### config.mk
export PLATFORM = sky130hd
export DESIGN_NAME = reg_bank_flat
export DESIGN_NICKNAME = d
export VERILOG_FILES = /design/src/rtl/reg_bank_pkg.sv /design/src/rtl/reg_bank_if.sv /design/src/rtl/reg_bank.sv /design/src/flat_wrapper.sv
export SDC_FILE = /design/constraint.sdc
export NUM_CORES = 2
export LEC_CHECK = 0
export CAP_MARGIN = 30
export CORE_MARGIN = 2
export CORE_UTILIZATION = 47
export DETAILED_ROUTE_END_ITERATION = 16
export GPL_TIMING_DRIVEN = 1
export SETUP_SLACK_MARGIN = 0.05
export SYNTH_ARGS = -nofsm -noshare
export SYNTH_HDL_FRONTEND = slang
export SYNTH_SLANG_ARGS = --single-unit
### constraint.sdc
create_clock -name clk -period 4.27 [get_ports clk]
set_input_delay 0.854 -clock clk [delete_from_list [all_inputs] [get_ports clk]]
set_output_delay 0.854 -clock clk [all_outputs]
set_load 0.02 [all_outputs]
### src/rtl/reg_bank_pkg.sv
// Shared register-file constants for the MIPS datapath.
// The RegDst mux imports the same indices so both blocks agree.
package reg_bank_pkg;
  localparam int          DEF_DATA_W  = 32;
  localparam int          DEF_ADDR_W  = 5;
  localparam logic [4:0]  REG_ZERO    = 5'd0;
  localparam logic [4:0]  REG_SP      = 5'd29;
  localparam logic [4:0]  REG_RA      = 5'd31;
  localparam logic [31:0] SP_INIT_DEF = 32'd227;

  // Reset contents of register idx: $sp is preloaded, everything else clears.
  function automatic logic [31:0] reset_val(input int idx, input logic [31:0] sp_init);
    return (idx == int'(REG_SP)) ? sp_init : 32'd0;
  endfunction
endpackage

### src/rtl/reg_bank_if.sv
// Read/write-back port bundle of the register file.
interface reg_bank_if
  import reg_bank_pkg::*;
#(
  parameter int DATA_W = DEF_DATA_W,
  parameter int ADDR_W = DEF_ADDR_W
);
  logic              reg_write;
  logic [ADDR_W-1:0] read_reg1;
  logic [ADDR_W-1:0] read_reg2;
  logic [ADDR_W-1:0] write_reg;
  logic [DATA_W-1:0] write_data;
  logic [DATA_W-1:0] read_data1;
  logic [DATA_W-1:0] read_data2;

  modport master (
    output reg_write, read_reg1, read_reg2, write_reg, write_data,
    input  read_data1, read_data2
  );

  modport slave (
    input  reg_write, read_reg1, read_reg2, write_reg, write_data,
    output read_data1, read_data2
  );
endinterface

### src/rtl/reg_bank.sv
// 32 x 32 MIPS register file: two combinational read ports, one clocked write port,
// $zero hardwired, $sp preloaded on reset, optional write-first bypass.
module reg_bank
  import reg_bank_pkg::*;
#(
  parameter int                DATA_W  = DEF_DATA_W,
  parameter int                ADDR_W  = DEF_ADDR_W,
  parameter logic [DATA_W-1:0] SP_INIT = DATA_W'(SP_INIT_DEF),
  parameter bit                BYPASS  = 1'b1
) (
  input  logic       clk,
  input  logic       reset,
  reg_bank_if.slave  bus
);
  localparam int NREG = 1 << ADDR_W;

  // r0 is a constant, so storage starts at index 1.
  logic [DATA_W-1:0] r_regs [1:NREG-1];
  logic              w_wr_en;

  assign w_wr_en = reset && bus.reg_write && (bus.write_reg != '0);

  always_ff @(posedge clk or negedge reset) begin
    if (!reset) begin
      for (int i = 1; i < NREG; i++)
        r_regs[i] <= DATA_W'(reset_val(i, 32'(SP_INIT)));
    end else if (w_wr_en) begin
      r_regs[bus.write_reg] <= bus.write_data;
    end
  end

  // Bypass is gated by reset so reads during reset show the reset contents.
  function automatic logic [DATA_W-1:0] rd_port(
    input logic [ADDR_W-1:0] idx,
    input logic              wr_en,
    input logic [ADDR_W-1:0] wr_idx,
    input logic [DATA_W-1:0] wr_data
  );
    if (idx == '0)
      return '0;
    if (BYPASS && wr_en && (wr_idx == idx))
      return wr_data;
    return r_regs[idx];
  endfunction

  logic [DATA_W-1:0] w_rd1;
  logic [DATA_W-1:0] w_rd2;

  always_comb begin
    w_rd1 = rd_port(bus.read_reg1, w_wr_en, bus.write_reg, bus.write_data);
    w_rd2 = rd_port(bus.read_reg2, w_wr_en, bus.write_reg, bus.write_data);
  end

  assign bus.read_data1 = w_rd1;
  assign bus.read_data2 = w_rd2;
endmodule

### src/flat_wrapper.sv
// flat-port wrapper written by rule: the top's interface ports become plain ports
module reg_bank_flat import reg_bank_pkg::*;
#(
  parameter int                DATA_W  = DEF_DATA_W,
  parameter int                ADDR_W  = DEF_ADDR_W,
  parameter logic [DATA_W-1:0] SP_INIT = DATA_W'(SP_INIT_DEF),
  parameter bit                BYPASS  = 1'b1
)
  (clk, reset, bus_reg_write, bus_read_reg1, bus_read_reg2, bus_write_reg, bus_write_data, bus_read_data1, bus_read_data2);
  reg_bank_if #(.DATA_W(DATA_W), .ADDR_W(ADDR_W)) bus_i ();
  input  logic clk;
  input  logic reset;
  input wire logic [$bits(bus_i.reg_write)-1:0] bus_reg_write;
  input wire logic [$bits(bus_i.read_reg1)-1:0] bus_read_reg1;
  input wire logic [$bits(bus_i.read_reg2)-1:0] bus_read_reg2;
  input wire logic [$bits(bus_i.write_reg)-1:0] bus_write_reg;
  input wire logic [$bits(bus_i.write_data)-1:0] bus_write_data;
  output wire logic [$bits(bus_i.read_data1)-1:0] bus_read_data1;
  output wire logic [$bits(bus_i.read_data2)-1:0] bus_read_data2;
  assign bus_i.reg_write = bus_reg_write;
  assign bus_i.read_reg1 = bus_read_reg1;
  assign bus_i.read_reg2 = bus_read_reg2;
  assign bus_i.write_reg = bus_write_reg;
  assign bus_i.write_data = bus_write_data;
  assign bus_read_data1 = bus_i.read_data1;
  assign bus_read_data2 = bus_i.read_data2;
  reg_bank #(.DATA_W(DATA_W), .ADDR_W(ADDR_W), .SP_INIT(SP_INIT), .BYPASS(BYPASS)) u_core (.clk(clk), .reset(reset), .bus(bus_i));
endmodule
# --- Word level (Yosys, flattened, before mapping) ---
# Cells that the tools add are included.
classes:
  addsub: 0
  n_mul: 0
  div: 0
  n_lt_le_gt_ge: 4
  n_eq_ne: 2
  n_shift: 0
  mux: 23
  bitwise: 3
  n_reduce_logical: 8
op_table:
  columns: ["op", "count"]
  rows:
  - ["$bwmux W992", 1]
  - ["$mux W32", 13]
  - ["$bmux W32 S5", 2]
  - ["$demux W32 S5", 1]
  - ["$ge A6 B6 Y1 const B", 3]
  - ["$not A5 Y6", 3]
  - ["$eq A5 B5 Y1", 2]
  - ["$logic_not A5 Y1", 2]
  - ["$lt A6 B1 Y1 const B", 1]
  - ["$mux W1", 6]
  - ["$logic_and A1 B1 Y1", 5]
  - ["$reduce_bool A5 Y1", 1]
totals:
  register_bits: 992
  latch_bits: 0
  mem_bits_rw: 0
  romBits: 0
  inputBits: 50
  output_inout_bits: 64
  word_cells: 71
  mem_count: 0

# --- Longest topological paths before layout ---
depth:
  depth_word: 7
  mapped_depth: 9
  depth_no_buf: 5

# --- Least setup slack after synthesis ---
# Ideal clock, no wire load.
synth_path:
  path_kind: "input port to output port"
  startpoint: "in bus_read_reg1[0]"
  endpoint: "out bus_read_data1[12]"
  t_arrival_ns: 2.632
  required_ns: 3.416
  path_slack_ns: 0.784
  stages: 8
  path_buffers: 4
  path_cell_list: "buf_6 clkbuf_4 buf_6 buf_4 or3_1 o221ai_1 a211oi_1 o31ai_1"
synth_between:
  elab_chain_len: 6
  word_cells_on_any_way: 13
  cone_classes: "1 x eq/ne; 9 x mux; 1 x bitwise; 2 x reduce/logical"
synth_lines:
  columns: ["item", "line_no", "rtl"]
  rows:
  - ["start: declaration", "flat_wrapper.sv:14", "input wire logic [$bits(bus_i.read_reg1)-1:0] bus_read_reg1;"]
  - ["$not A5 Y6 (not written as such) or $eq A5 B5 Y1 (tied branches)", "reg_bank.sv:43, reg_bank.sv:41", null]
  - ["$bmux W32 S5 or $logic_and A1 B1 Y1 (tied branches)", "reg_bank.sv:43, reg_bank.sv:41", null]
  - ["$mux W32 (not written as such) or $mux W1 (tied branches) (2 in series)", "reg_bank.sv:43, reg_bank.sv:41", null]
  - ["$mux W32", "reg_bank.sv:43", "return r_regs[idx];"]
  - ["$mux W32 (*)", "reg_bank.sv:41", "if (BYPASS && wr_en && (wr_idx == idx))"]
  - ["end: declaration", "flat_wrapper.sv:18", "output wire logic [$bits(bus_i.read_data1)-1:0] bus_read_data1;"]
# Every way passes the cells marked *; elsewhere a longest branch is shown, timed or not. The select of a mux whose other input is x is not followed.

# --- Final worst setup path ---
layout_path:
  startpoint: "in bus_write_reg[2]"
  endpoint: "out bus_read_data1[15]"
layout_between:
  elab_chain_len: 7
  word_cells_on_any_way: 9
  cone_classes: "1 x eq/ne; 5 x mux; 3 x reduce/logical"
layout_lines:
  columns: ["item", "line_no", "rtl"]
  rows:
  - ["start: declaration", "flat_wrapper.sv:16", "input wire logic [$bits(bus_i.write_reg)-1:0] bus_write_reg;"]
  - ["$reduce_bool A5 Y1", "reg_bank.sv:21", "assign w_wr_en = reset && bus.reg_write && (bus.write_reg != '0);"]
  - ["$logic_and A1 B1 Y1", "reg_bank.sv:21", null]
  - ["$logic_and A1 B1 Y1 (*)", "reg_bank.sv:41", null]
  - ["$mux W1 (2 in series)", "reg_bank.sv:41", null]
  - ["$mux W32 (*)", "reg_bank.sv:43", null]
  - ["$mux W32 (*)", "reg_bank.sv:41", null]
# Marks and branches as above.

==> qor.log <==
qor: run_status.result_of_the_run finished, final reports clean
qor: critical_path.startpoint_type input pin
qor: sta.slew_headroom 0.322
qor: final_layout.finalInstanceArea 62900 sq um
qor: cts.cts_buffers 115
qor: place.place_area 58800 sq um
qor: routing.highest_signal_layer_in_the_routed_design met5
qor: power.vdd.ir_drop.worst 321 uV
qor: job.maxcap_violations 0
qor: final_layout.reg.largest.list u_core.r_regs: 992 flops
qor: power.power.sequential.fraction 0.436
qor: floorplan.floorplan.initialDensity 0.474
qor: sta.max_freq 238 MHz
qor: sta.final_critical_path_time_including_i_o_delays_and_setup 4.21 ns
qor: place.place.gp.congestion 0.848
qor: routing.detail_route.vias_per_cell 6.61
qor: power.power.share.combinational 0.182
qor: final_layout.multiInputGateArea 27200 sq um
qor: floorplan.fp.dieArea 116000 sq um
qor: global_routing.grt_antenna_before_repair 3
qor: routing.wire_per_inst 33.1 um
qor: logic_synthesis.post_synth_instance_area 53400 sq um
qor: logic_synthesis.synth.top_cells.by_area sky130_fd_sc_hd__dfrtp_1, sky130_fd_sc_hd__mux2_2, sky130_fd_sc_hd__mux4_2
qor: global_routing.grt_start_max_net_pins 177
qor: logic_synthesis.syn_nets 3782
qor: critical_path.critical_path_class in -> out
qor: global_routing.first_global_vias 36800
qor: final_layout.fraction_of_layout_cells_with_a_size_suffix_above_1 0.520
qor: cts.tritoncts done
qor: logic_synthesis.synth_edf_count 0
qor: power.power_frac_clock 0.382
qor: critical_path.worst_ep_required_time 3.42 ns
qor: place.port_buffers 113
qor: routing.route.met2.wl 85100 um
qor: power.powerDensity 422 nW/um^2
qor: floorplan.rows 123
qor: routing.met1_length 77800 um
qor: routing.via_count 36600
qor: logic_synthesis.netlist-cell-type-count 49
qor: sta.post-route-worst-setup-slack 0.0604 ns
qor: critical_path.crit_path_capture_type primary output
qor: cts.cts_hold_buf 0
qor: logic_synthesis.synth_largest_type_area_fraction 0.463
qor: sta.actual_transition_at_the_worst_max_transition_pin 1.02 ns
qor: sta.finClkSkew 0 ns
qor: power.overall_power 26.6 mW
qor: final_layout.most_flop_heavy_register u_core.r_regs
qor: cts.cts.sinks 992
qor: logic_synthesis.synth.largest_area_cell sky130_fd_sc_hd__dfrtp_1
qor: logic_synthesis.ys_seq_elements 992
qor: routing.drt_drc_violations_left 0
qor: cts.clk_transition_reported_paths 0.06 ns
qor: final_layout.largest_register_ff_count 992
qor: logic_synthesis.yosysSeqAreaShare 0.465
qor: critical_path.worst_r2r_path_depth 1
qor: place.dp_hpwl 110000 um
qor: power.intPower 19.4 mW
qor: logic_synthesis.synth_area_per_cell 14.3 sq um
qor: final_layout.final_util 0.559
qor: final_layout.seq_area 24800 sq um
qor: routing.antenna_violating_nets_post_route 0
qor: final_layout.area.growth.synth_to_final 17.8%
qor: routing.drtPass1Iterations 5
qor: routing.wl 183000 um
qor: sta.final.period_utilization 0.986
qor: global_routing.grt_remaining_overflow 0
qor: floorplan.fp.dieH 341 um
qor: critical_path.timing.critical_path.fanout_max 9
qor: logic_synthesis.ys.flop_type sky130_fd_sc_hd__dfrtp_1
qor: final_layout.fillerInstances 9118
qor: cts.max-clock-path-buffers 3
qor: sta.final.setup.tns 0 ns
qor: sta.slew_viol_final 0
qor: sta.report.final.setup_viol 0
qor: power.leakage 28.2 nW
qor: logic_synthesis.syn_inst 3732
qor: routing.routed-wl-met3 13700 um
qor: global_routing.global_route_wire_length_before_repair 264000 um
qor: cts.h_tree_depth 3
qor: floorplan.die-width 341 um
qor: power.switching_share 0.270
qor: place.place_worst_setup_slack -0.287 ns
qor: cts.clock_latency 0.70 ns
qor: cts.cts_root_buf sky130_fd_sc_hd__clkbuf_16
qor: sta.count_of_final_hold_check_violations 0
qor: power.net-switching-power 7.17 mW
qor: sta.setup_repair_after_global_routing_missed_its_margin false
qor: floorplan.core_region_area 112000 sq um
qor: logic_synthesis.number_of_synthesis_warnings 0
qor: logic_synthesis.async_flop_share 1.00
qor: floorplan.design.portCount 114
qor: routing.drt_iter0_markers 3946
qor: hold_path.class_of_the_tightest_hold_or_removal_check in -> async
qor: global_routing.global_route.usage.total 0.314
qor: final_layout.num-nets-final 3984
qor: critical_path.arrival_time_worst_endpoint 3.36 ns
## synth_stat cells (all sizes together) (5+ instances only)
library cell  count
o211ai            7
a22o             23
nand2b            8
xor2              6
nor2b             9
a221oi           33
o22ai            54
o21ai            76
clkbuf          208
inv               5
mux2           1056
a32o              7
a211oi           10
a21oi            45
mux4            407
nand3             9
dfstp             5
buf             191
or3              10
mux2i           144
nor2            104
nor4             21
o221ai            5
a22oi            95
dfrtp           987
nor3             12
and2              5
nand2           106
a31oi            56
## worst max-delay path, stage by stage
cell,delay (ns)
sky130_fd_sc_hd__clkdlybuf4s50_1,0.52
sky130_fd_sc_hd__buf_6,0.22
sky130_fd_sc_hd__xnor2_4,0.27
sky130_fd_sc_hd__and4_4,0.40
sky130_fd_sc_hd__buf_12,0.15
sky130_fd_sc_hd__buf_12,0.10
sky130_fd_sc_hd__buf_4,0.14
sky130_fd_sc_hd__a211oi_1,0.05
sky130_fd_sc_hd__a32o_1,0.30
sky130_fd_sc_hd__dlygate4sd2_1,0.33
## final cells by class
class | instances | area share
Clock buffer | 162 | 0.0530
Antenna cell | 1 | 0.0000398
Inverter | 5 | 0.000299
Timing Repair Buffer | 483 | 0.0812
Multi-Input combinational cell | 2337 | 0.432
Sequential cell | 992 | 0.395
Tap cell | 1500 | 0.0299
Clock inverter | 53 | 0.00856
## per-stage QoR
step	std cells	hold slack (ns)
after floorplan	3732	0.469
after global placement	5310	0.481
after detailed placement	5310	0.495
after CTS	5528	0.344
after global routing	5532	0.380
final	5533	0.315
## power by group through the flow
stage	clock network [mW]	logic, mW	registers, mW
2_1_floorplan	0	3.28	11.4
3_3_place_gp	0	4.77	11.6
3_5_place_dp	0	4.82	11.7
4_1_cts	10.3	4.83	11.5
5_1_grt	10.7	5.13	11.7
6_report	10.2	4.83	11.6
## cell usage in the layout, fill, tap and decap left out, drive strengths merged, types with 12 or more instances in the layout
cell type | synthesis | layout
buf | 191 | 384
nor2 | 104 | 104
mux4 | 407 | 407
nor4 | 21 | 21
a221oi | 33 | 33
clkdlybuf4s50 | 0 | 54
a22o | 23 | 23
a21oi | 45 | 45
clkbuf | 208 | 164
mux2 | 1056 | 1056
a31oi | 56 | 56
dfrtp | 987 | 987
dlygate4sd2 | 0 | 34
a22oi | 95 | 95
nor3 | 12 | 12
o21ai | 76 | 76
clkinv | 0 | 36
nand2 | 106 | 106
mux2i | 144 | 144
o22ai | 54 | 54
## worst paths after layout
check | endpoint | from | slack, ns
worst min register to register | u_core.r_regs[920]$_DFFE_PN0P_ | u_core.r_regs[920]$_DFFE_PN0P_ | 0.51
worst max register to register | u_core.r_regs[662]$_DFFE_PN0P_ | u_core.r_regs[662]$_DFFE_PN0P_ | 3.46
worst min-delay path | u_core.r_regs[386]$_DFFE_PN0P_ | reset | 0.32
min in group clk | u_core.r_regs[920]$_DFFE_PN0P_ | u_core.r_regs[920]$_DFFE_PN0P_ | 0.51
max in group asynchronous | u_core.r_regs[142]$_DFFE_PN0P_ | reset | 1.69
worst max-delay path | bus_read_data1[15] | bus_write_reg[2] | 0.06
## timing repair
item / CTS / global route
setup buffers: 2 / 2
resized for setup: 59 / 16
setup endpoints to repair: 43 / 24
pin swaps: 1 / 3
gates cloned: 1 / 2
## per-layer routing
metal / up-vias / global-route usage
met1: 19800 / 0.449
met4: 2 / 0.106
li1: 14900 / -
met2: 1518 / 0.486
met3: 346 / 0.0547
met5: - / 0
## logic make-up (layout without fill, tap and decap cells)
family          count (synthesis)  after routing  share of synthesized area
xor+xnor                       10             10                    0.00164
compound gates                425            425                     0.0535
mux                          1607           1607                      0.422
buf+inv                       404            703                     0.0333
flops                         992            992                      0.465
simple gates                  294            295                     0.0245
other cells                     0              1                          0
No activity file was read; power rests on OpenSTA's default activity.
